<file path="src/rtl/stream_syndrome_calculator.sv">
// rtl/stream_syndrome_calculator.sv - streaming Reed-Solomon syndrome generator over GF(2^M)
//
// Accepts one received symbol per cycle (highest-degree coefficient first) and
// updates NSYM syndromes in parallel with Horner's rule:
//   S_j <= S_j * alpha^(FCR+j) XOR in_data
// When the in_last symbol is accepted the finished vector is held on the
// syndrome port until the downstream solver takes it.
//
// Optional feature: define SYNDROME_LEN_CHECK_EN to build the codeword length
// counter that drives len_error (otherwise len_error is tied low, N unused).
//
// Ports:
//   clk, rst        clock, synchronous active-high reset
//   in_valid/ready  input symbol handshake; in_data symbol, in_last end of codeword
//   syn_valid/ready syndrome vector handshake
//   syndromes_flat  S_j at bits [M*(j+1)-1 : M*j]
//   syn_nonzero     OR of all syndromes (qualified by syn_valid)
//   len_error       accepted length != N (qualified by syn_valid)
module stream_syndrome_calculator #(
  parameter int M         = 8,
  parameter int NSYM      = 32,
  parameter int PRIM_POLY = 'h11D,
  parameter int FCR       = 0,
  parameter int N         = 255
) (
  input  logic              clk,
  input  logic              rst,
  input  logic              in_valid,
  output logic              in_ready,
  input  logic [M-1:0]      in_data,
  input  logic              in_last,
  output logic              syn_valid,
  input  logic              syn_ready,
  output logic [M*NSYM-1:0] syndromes_flat,
  output logic              syn_nonzero,
  output logic              len_error
);

  localparam int ORDER = (1 << M) - 1;
  localparam logic [M-1:0] POLY_LOW = PRIM_POLY[M-1:0];
  localparam logic [M-1:0] ONE = {{(M-1){1'b0}}, 1'b1};

  // Multiply by x and reduce modulo the primitive polynomial.
  function automatic logic [M-1:0] xtime(input logic [M-1:0] a);
    return a[M-1] ? ((a << 1) ^ POLY_LOW) : (a << 1);
  endfunction

  // Shift-and-add product; with one operand constant this collapses to an XOR tree.
  function automatic logic [M-1:0] gf_mul(input logic [M-1:0] a, input logic [M-1:0] b);
    logic [M-1:0] p;
    logic [M-1:0] x;
    p = '0;
    x = a;
    for (int i = 0; i < M; i++) begin
      if (b[i]) p = p ^ x;
      x = xtime(x);
    end
    return p;
  endfunction

  // alpha^e with alpha = x, evaluated at elaboration.
  function automatic logic [M-1:0] alpha_pow(input int e);
    logic [M-1:0] r;
    r = ONE;
    for (int i = 0; i < e; i++) r = xtime(r);
    return r;
  endfunction

  typedef enum logic {ACCUM, HOLD} state_t;

  state_t       state;
  logic         in_ready_q;
  logic         acc_fire;
  logic         out_fire;
  logic         next_nonzero;
  logic [M-1:0] acc_q [NSYM];
  logic [M-1:0] acc_d [NSYM];

  // in_ready is a registered FSM output, forced low while rst is asserted.
  assign in_ready = in_ready_q & ~rst;
  assign acc_fire = (state == ACCUM) && in_valid;
  assign out_fire = (state == HOLD) && syn_ready;

  for (genvar j = 0; j < NSYM; j++) begin : g_root
    localparam logic [M-1:0] ROOT = alpha_pow((FCR + j) % ORDER);
    assign acc_d[j] = gf_mul(acc_q[j], ROOT) ^ in_data;
    assign syndromes_flat[M*j +: M] = acc_q[j];
  end

  always_comb begin
    next_nonzero = 1'b0;
    for (int j = 0; j < NSYM; j++) next_nonzero = next_nonzero | (|acc_d[j]);
  end

  always_ff @(posedge clk) begin
    if (rst) begin
      state       <= ACCUM;
      in_ready_q  <= 1'b1;
      syn_valid   <= 1'b0;
      syn_nonzero <= 1'b0;
      for (int j = 0; j < NSYM; j++) acc_q[j] <= '0;
    end else begin
      case (state)
        ACCUM: begin
          if (in_valid) begin
            for (int j = 0; j < NSYM; j++) acc_q[j] <= acc_d[j];
            syn_nonzero <= next_nonzero;
            if (in_last) begin
              state      <= HOLD;
              in_ready_q <= 1'b0;
              syn_valid  <= 1'b1;
            end
          end
        end
        HOLD: begin
          if (syn_ready) begin
            for (int j = 0; j < NSYM; j++) acc_q[j] <= '0;
            syn_nonzero <= 1'b0;
            state       <= ACCUM;
            in_ready_q  <= 1'b1;
            syn_valid   <= 1'b0;
          end
        end
        default: begin
          state      <= ACCUM;
          in_ready_q <= 1'b1;
          syn_valid  <= 1'b0;
        end
      endcase
    end
  end

`ifdef SYNDROME_LEN_CHECK_EN
  localparam int CW = $clog2(N + 2);
  logic [CW-1:0] cnt_q;

  // Saturating so an overlong codeword can never wrap back onto N.
  always_ff @(posedge clk) begin
    if (rst || out_fire) begin
      cnt_q     <= '0;
      len_error <= 1'b0;
    end else if (acc_fire) begin
      if (cnt_q != {CW{1'b1}}) cnt_q <= cnt_q + 1'b1;
      if (in_last) len_error <= ((int'(cnt_q) + 1) != N);
    end
  end
`else
  assign len_error = 1'b0;
`endif

endmodule
</file>
<file path="config.mk">
export PLATFORM = sky130hd
export DESIGN_NAME = stream_syndrome_calculator
export DESIGN_NICKNAME = d
export VERILOG_FILES = /design/src/rtl/stream_syndrome_calculator.sv
export SDC_FILE = /design/constraint.sdc
export NUM_CORES = 1
export LEC_CHECK = 0
export ABC_AREA = 0
export BUFFER_PORTS_ARGS = -buffer_cell sky130_fd_sc_hd__buf_2
export CAP_MARGIN = 10
export CELL_PAD_IN_SITES_DETAIL_PLACEMENT = 0
export CELL_PAD_IN_SITES_GLOBAL_PLACEMENT = 1
export CORE_ASPECT_RATIO = 0.7
export CORE_MARGIN = 4
export CORE_UTILIZATION = 46
export CTS_BUF_LIST = sky130_fd_sc_hd__clkbuf_8
export CTS_CLUSTER_SIZE = 12
export DETAILED_ROUTE_END_ITERATION = 8
export GPL_TIMING_DRIVEN = 0
export HOLD_SLACK_MARGIN = 0.06
export PLACE_DENSITY_LB_ADDON = 0.25
export SLEW_MARGIN = 0
export SYNTH_ARGS = -nofsm -noshare
export SYNTH_HDL_FRONTEND = slang
export SYNTH_SLANG_ARGS = --single-unit
</file>
<file path="constraint.sdc">
create_clock -name clk -period 5.7 [get_ports clk]
set_input_delay 1.14 -clock clk [delete_from_list [all_inputs] [get_ports clk]]
set_output_delay 1.14 -clock clk [all_outputs]
set_load 0.005 [all_outputs]
</file>
==> out/results.tsv, run 1 <==
stage	metric	value	unit
yosys	synth_fp_nets	1617	
critical_path	critPathMaxStageDelay	0.71	ns
yosys	synth.distinct_cells	53	
critical_path	setup.worst_path.end_class	flop	
yosys	synth_top_family_by_area	XOR/XNOR gates	
yosys	seq_area_frac_synth	0.401	
global_route	first_global_vias	13000	
clock_tree	cts_buffer_depth	3	
power_and_ir_drop	p_switching	0.00376	W
clock_tree	cts_made_buffers	44	
sta	fin_setup_tns	0	ns
global_route	antenna_found_initial	5	
place	gp_congestion	1.00	
floorplanning	ioPinCount	273	
critical_path	cp_common_cell	buf_2	
sta	min_period_over_period	0.799	
final_layout	utilization	0.545	
global_route	grt_pass1_wl	94900	µm
power_and_ir_drop	p_seq_frac	0.323	
clock_tree	post_cts_resized	0	
final_layout	nets	1931	
yosys	synth.top_cell.area_share	0.252	
clock_tree	hold_buffers	0	
power_and_ir_drop	intPower	0.00482	W
critical_path	cp_max_fo	10	
floorplanning	floorplan.die.width	232	µm
clock_tree	cts_setup_buffers	0	
clock_tree	cts.sinks	260	
global_route	grt_max_degree	68	
power_and_ir_drop	swShare	0.438	
drt	drc	0	
floorplanning	dieArea	0.0383	mm²
final_layout	drive_gt1_frac	0.185	
final_layout	final_cell_mix	xnor2_1 (466), buf_2 (289), nor2_1 (161)	
sta	finalWorstSetupSlack	1.15	ns
sta	finalHoldViolCount	0	
yosys	synth-edff-count	128	
yosys	synth_top_area_cell	xnor2_1	
critical_path	arrival	5.01	ns
final_layout	area_growth	16.9	%
final_layout	fin_area	0.0189	mm²
drt	post_drt_wl_per_cell	28.2	µm
yosys	async_flop_share	0	
power_and_ir_drop	pwr-share-comb	0.494	
yosys	muxShareOfSynthArea	0.00936	
drt	drt_first_pass_iters	5	
yosys	ys_warn_count	0	
power_and_ir_drop	power	0.00858	W
sta	slew_violations	0	
floorplanning	num_rows	57	
global_route	track_usage	0.346	
clock_tree	clock-root-buffer	clkbuf_8	
power_and_ir_drop	clkPwrFrac	0.183	
critical_path	required	6.16	ns
sta	clock_skew	0.0320	ns
sta	fmax	220	MHz
yosys	synth_top_flop_cell	dfxtp_1	
yosys	synth_compound_area_frac	0.0679	
yosys	synthSimpleGateAreaFrac	0.118	
place	dp_hpwl	51400	µm
sta	relSlewSlack	0.102	
floorplanning	die_h	165	µm
drt	first_iter_violations	1922	
critical_path	crit_chain	buf_2 > buf_2 > buf_2 > xnor2_1 > xnor2_1 > nand4_1 > a211oi_1 > nand4_1 > nor4_1 > a31oi_1	
clock_tree	insertion_delay	0.59	ns
critical_path	crit_type	input port to flop	
power_and_ir_drop	powerDensity	454	mW/mm²
power_and_ir_drop	vdd_ir_drop_max	163	µV
drt	drt_wl_total	68200	µm
drt	vias	14000	
run_status	outcome	complete, no violations	
yosys	avgSynthCellArea	10.1	µm²
critical_path	slowest_stage	xnor2_1	
sta	min_period	4.55	ns
yosys	synth_area_leaders	xnor2_1 (25%), edfxtp_1 (24%), dfxtp_1 (16%)	
yosys	syn_area	0.0162	mm²
critical_path	start_kind	input port	
global_route	grt.overflow.total	0	
place	dpl_worst_slack	0.799	ns
yosys	synth_fa_ha_area_frac	0	
floorplanning	start_util	0.467	
hold_path	min_path_type	flop to flop	
yosys	ys_ff_latch	260	
clock_tree	cts_tree	built	
drt	ant_nets	0	
final_layout	final_common_cell	xnor2_1	
floorplanning	coreArea	0.0347	mm²
place	dpl_cell_area	0.0181	mm²
clock_tree	htreeDepth	2	
yosys	synthXorXnorAreaFrac	0.376	
yosys	synthCells	1604	
power_and_ir_drop	power_leakage	7.68	nW
clock_tree	cts.clk_slew.worst_paths	0.07	ns
sta	grt_setup_unrepaired	no	
drt	viasPerCell	5.80	
sta	worstMarginPinSlew	1.35	ns
flow_run	drv_cap	0	
place	port_buffers	266	
sta	setup_viol	0	
[Yosys cell counts (all sizes together) (2+ instances only)]
master,n
nand4,26
a31oi,2
edfxtp,128
nand2b,5
nand4b,2
nor4b,3
nand2,38
nand3,5
o221a,2
clkbuf,68
and3,14
and2,44
nor3,24
mux2i,14
xor3,3
inv,4
xnor2,467
a211oi,5
nor4,26
or3,14
buf,33
and4,4
o211ai,2
a21oi,72
nor2,161
o22ai,49
o21ai,60
and4b,2
nor2b,2
dfxtp,132
xor2,149
or2,7
xnor3,26
or4,2
[power by group through the flow]
stage               Sequential, W  Combinational, W  Clock [W]
floorplan                 0.00271           0.00267          0
global placement          0.00280           0.00407          0
detailed placement        0.00280           0.00410          0
CTS                       0.00276           0.00413    0.00157
global route              0.00281           0.00444    0.00165
finish                    0.00277           0.00424    0.00157
[path summary, 6_finish.rpt]
kind              startpoint  slack [ns]  depth (start not counted)      endpoint
setup reg to reg       state        2.21                          6  acc_q[1][21]
hold reg to reg    syn_valid        0.51                          1     syn_valid
hold / removal     syn_valid        0.51                          1     syn_valid
setup / recovery  in_data[4]        1.15                         10   syn_nonzero
[layer usage]
metal | share of wire | up-vias | global-route usage
met4 | 0.032 | 2 | 0.0991
li1 | - | 6056 | -
met1 | 0.42 | 6942 | 0.511
met2 | 0.42 | 908 | 0.510
met3 | 0.12 | 135 | 0.0786
met5 | 0.00019 | - | 0
[critical path: cells and delay by family]
family          cells  cell delay [ns]
simple gates        3             0.94
compound gates      2             0.48
xor+xnor            2             0.86
buf+inv             3             1.55
[through the flow]
| step | instances | hold WS, ns |
|---|---|---|
| 2_1_floorplan | 1604 | 0.460 |
| 3_3_place_gp | 2342 | 0.493 |
| 3_5_place_dp | 2343 | 0.495 |
| 4_1_cts | 2419 | 0.515 |
| 5_1_grt | 2420 | 0.536 |
| 6_report | 2421 | 0.513 |
[kinds of logic (layout without fill, tap and decap cells)]
kind of cell | Yosys count | count (layout)
XOR/XNOR | 645 | 645
AND/OR/NAND/NOR | 381 | 381
flip-flops | 260 | 260
AO/OA/AOI/OAI | 197 | 197
buffers and inverters | 105 | 449
multiplexers | 15 | 15
other | 1 | 2
[cell type report]
type	instances	area, µm²
fillers	3307	15800
flip-flops and latches	260	6490
well taps	472	591
clock inverters	29	110
inverters	4	15.0
clock buffers	47	647
multi-input cells	1239	9240
repair buffers	268	1370
diodes	1	2.50
plain buffers	101	437
[state kept, by name, indices dropped and copies added, names as in the netlist]
name	count
acc_q	256
in_ready_q	1
state	1
syn_nonzero	1
syn_valid	1
No activity file was read; power rests on OpenSTA's default activity.
==> run 2: changes to the inputs <==
- CORE_UTILIZATION: 46 -> 41
- clock period: 5.7 -> 3.7 ns (I/O delays scaled with it)
==> out/results.tsv, run 2 (same netlist as run 1, synthesis figures left out) <==
stage	metric	value	unit	change
power_and_ir_drop	power_leakage	7.67	nW	about the same
floorplanning	floorplan.die.width	245	µm	+5.7%
critical_path	start_kind	input port		
sta	setup_viol	1		+1
place	dp_hpwl	52800	µm	+2.6%
sta	finalWorstSetupSlack	-0.0989	ns	-1.25 ns
hold_path	min_path_type	input port to flop		
clock_tree	cts_tree	built		
drt	vias	13800		-2.1%
final_layout	top_register	acc_q		
sta	min_period	3.80	ns	
global_route	antenna_found_initial	6		+1
global_route	grt_pass1_wl	96700	µm	+1.9%
final_layout	largest_reg_flops	256		unchanged
place	gp_congestion	1.00		-0.25%
power_and_ir_drop	intPower	0.00752	W	+56%
clock_tree	htreeDepth	2		unchanged
power_and_ir_drop	pwr-share-comb	0.490		-0.004
floorplanning	num_rows	60		+5.3%
final_layout	area_growth	17.5	%	
power_and_ir_drop	clkPwrFrac	0.190		+0.007
critical_path	crit_type	input port to flop		
critical_path	setup.worst_path.end_class	flop		
final_layout	final_common_cell	xnor2_1		
power_and_ir_drop	p_switching	0.00584	W	+55%
clock_tree	cts.sinks	260		unchanged
place	dpl_worst_slack	-0.812	ns	-1.61 ns
drt	drt_first_pass_iters	5		unchanged
place	port_buffers	266		unchanged
drt	post_drt_wl_per_cell	27.9	µm	-1.2%
power_and_ir_drop	swShare	0.437		-0.000754
power_and_ir_drop	power	0.0134	W	+56%
final_layout	drive_gt1_frac	0.188		+0.00295
critical_path	cp_max_fo	10		unchanged
clock_tree	insertion_delay	0.63	ns	+0.04 ns
sta	fmax	263	MHz	
drt	drc	0		unchanged
critical_path	required	4.15	ns	-2.01 ns
floorplanning	coreArea	0.0387	mm²	+12%
sta	min_period_over_period	1.03		
final_layout	nets	1931		unchanged
power_and_ir_drop	powerDensity	703	mW/mm²	+55%
power_and_ir_drop	vdd_ir_drop_max	269	µV	+65%
sta	relSlewSlack	0.0864		-0.0158
clock_tree	clock-root-buffer	clkbuf_8		
sta	clock_skew	0.0547	ns	+0.0227 ns
sta	finalHoldViolCount	0		unchanged
clock_tree	cts_buffer_depth	3		unchanged
clock_tree	hold_buffers	0		unchanged
floorplanning	start_util	0.418		-0.0483
clock_tree	cts.clk_slew.worst_paths	0.06	ns	about the same
drt	ant_nets	0		unchanged
run_status	outcome	complete, but fails checks		
sta	worstMarginPinSlew	1.37	ns	+0.0237 ns
drt	first_iter_violations	1843		-4.1%
sta	slew_violations	0		unchanged
critical_path	arrival	4.25	ns	-0.76 ns
critical_path	reg2reg_setup_slack	0.26	ns	-1.95 ns
clock_tree	cts_setup_buffers	0		unchanged
power_and_ir_drop	p_seq_frac	0.320		-0.003
clock_tree	cts_made_buffers	46		+4.5%
floorplanning	die_h	174	µm	+5.6%
global_route	track_usage	0.313		-0.0338
drt	drt_wl_total	68800	µm	+0.89%
floorplanning	dieArea	0.0427	mm²	+12%
run_status	violations	negative setup slack		
flow_run	drv_cap	0		unchanged
global_route	first_global_vias	13100		+0.48%
drt	viasPerCell	5.57		-4.0%
final_layout	final_cell_mix	xnor2_1 (465), buf_2 (286), nor2_1 (161)		
global_route	grt_max_degree	121		+78%
floorplanning	ioPinCount	273		unchanged
final_layout	diodes	0		-1
global_route	grt.overflow.total	0		unchanged
-- run 2: layout make-up --
cell class,instances,area (µm²)
multi-input cells,1239,9260
repair buffers,267,1350
clock inverters,23,91.3
plain buffers,100,444
well taps,527,659
fillers,3669,19700
flip-flops and latches,260,6490
inverters,4,15.0
clock buffers,51,702
-- run 2: per-layer routing --
layer,vias to the layer above,routed length [µm],track usage
li1,6041,-,-
met1,6787,30200,0.467
met2,823,29200,0.463
met3,102,7650,0.0649
met4,2,1780,0.0763
met5,-,13,0
-- run 2: power groups by stage --
| stage | Clock [W] | Sequential [W] | Combinational (W) |
|---|---|---|---|
| 3_3_place_gp | 0 | 0.00431 | 0.00633 |
| 2_1_floorplan | 0 | 0.00417 | 0.00411 |
| 6_report | 0.00254 | 0.00427 | 0.00654 |
| 5_1_grt | 0.00265 | 0.00432 | 0.00683 |
| 4_1_cts | 0.00253 | 0.00426 | 0.00642 |
| 3_5_place_dp | 0 | 0.00432 | 0.00636 |
-- run 2: worst max-delay path: stages --
cell	delay, ns
buf_2	0.18
buf_2	0.49
buf_1	1.06
xnor2_1	0.36
nor4_1	0.67
nand4_1	0.17
nor4_1	0.37
a31oi_1	0.18
-- run 2: repair_timing --
action / CTS / global route
resized for setup: 3 / 3
pin swaps: 0 / 0
setup endpoints to repair: 1 / 1
-- run 2: worst paths after layout --
kind | startpoint | to | cells after the start
setup reg to reg | acc_q[0][51] | syn_nonzero | 7
hold / removal | in_last | in_ready_q | 2
hold reg to reg | in_ready_q | in_ready_q | 2
setup / recovery | in_data[6] | syn_nonzero | 8
-- run 2: per-stage QoR --
| stage | TNS (ns) | std cells | util | hold WS [ns] | instance area [µm²] |
|---|---|---|---|---|---|
| floorplan | 0 | 1604 | - | 0.460 | 16200 |
| global placement | -163.80 | 2397 | 0.470 | 0.475 | 18200 |
| detailed placement | -4.45 | 2398 | 0.471 | 0.483 | 18200 |
| CTS | 0 | 2472 | 0.491 | 0.328 | 19000 |
| global route | -0.0173 | 2471 | 0.491 | 0.355 | 19000 |
| finish | -0.0989 | 2471 | 0.491 | 0.349 | 19000 |
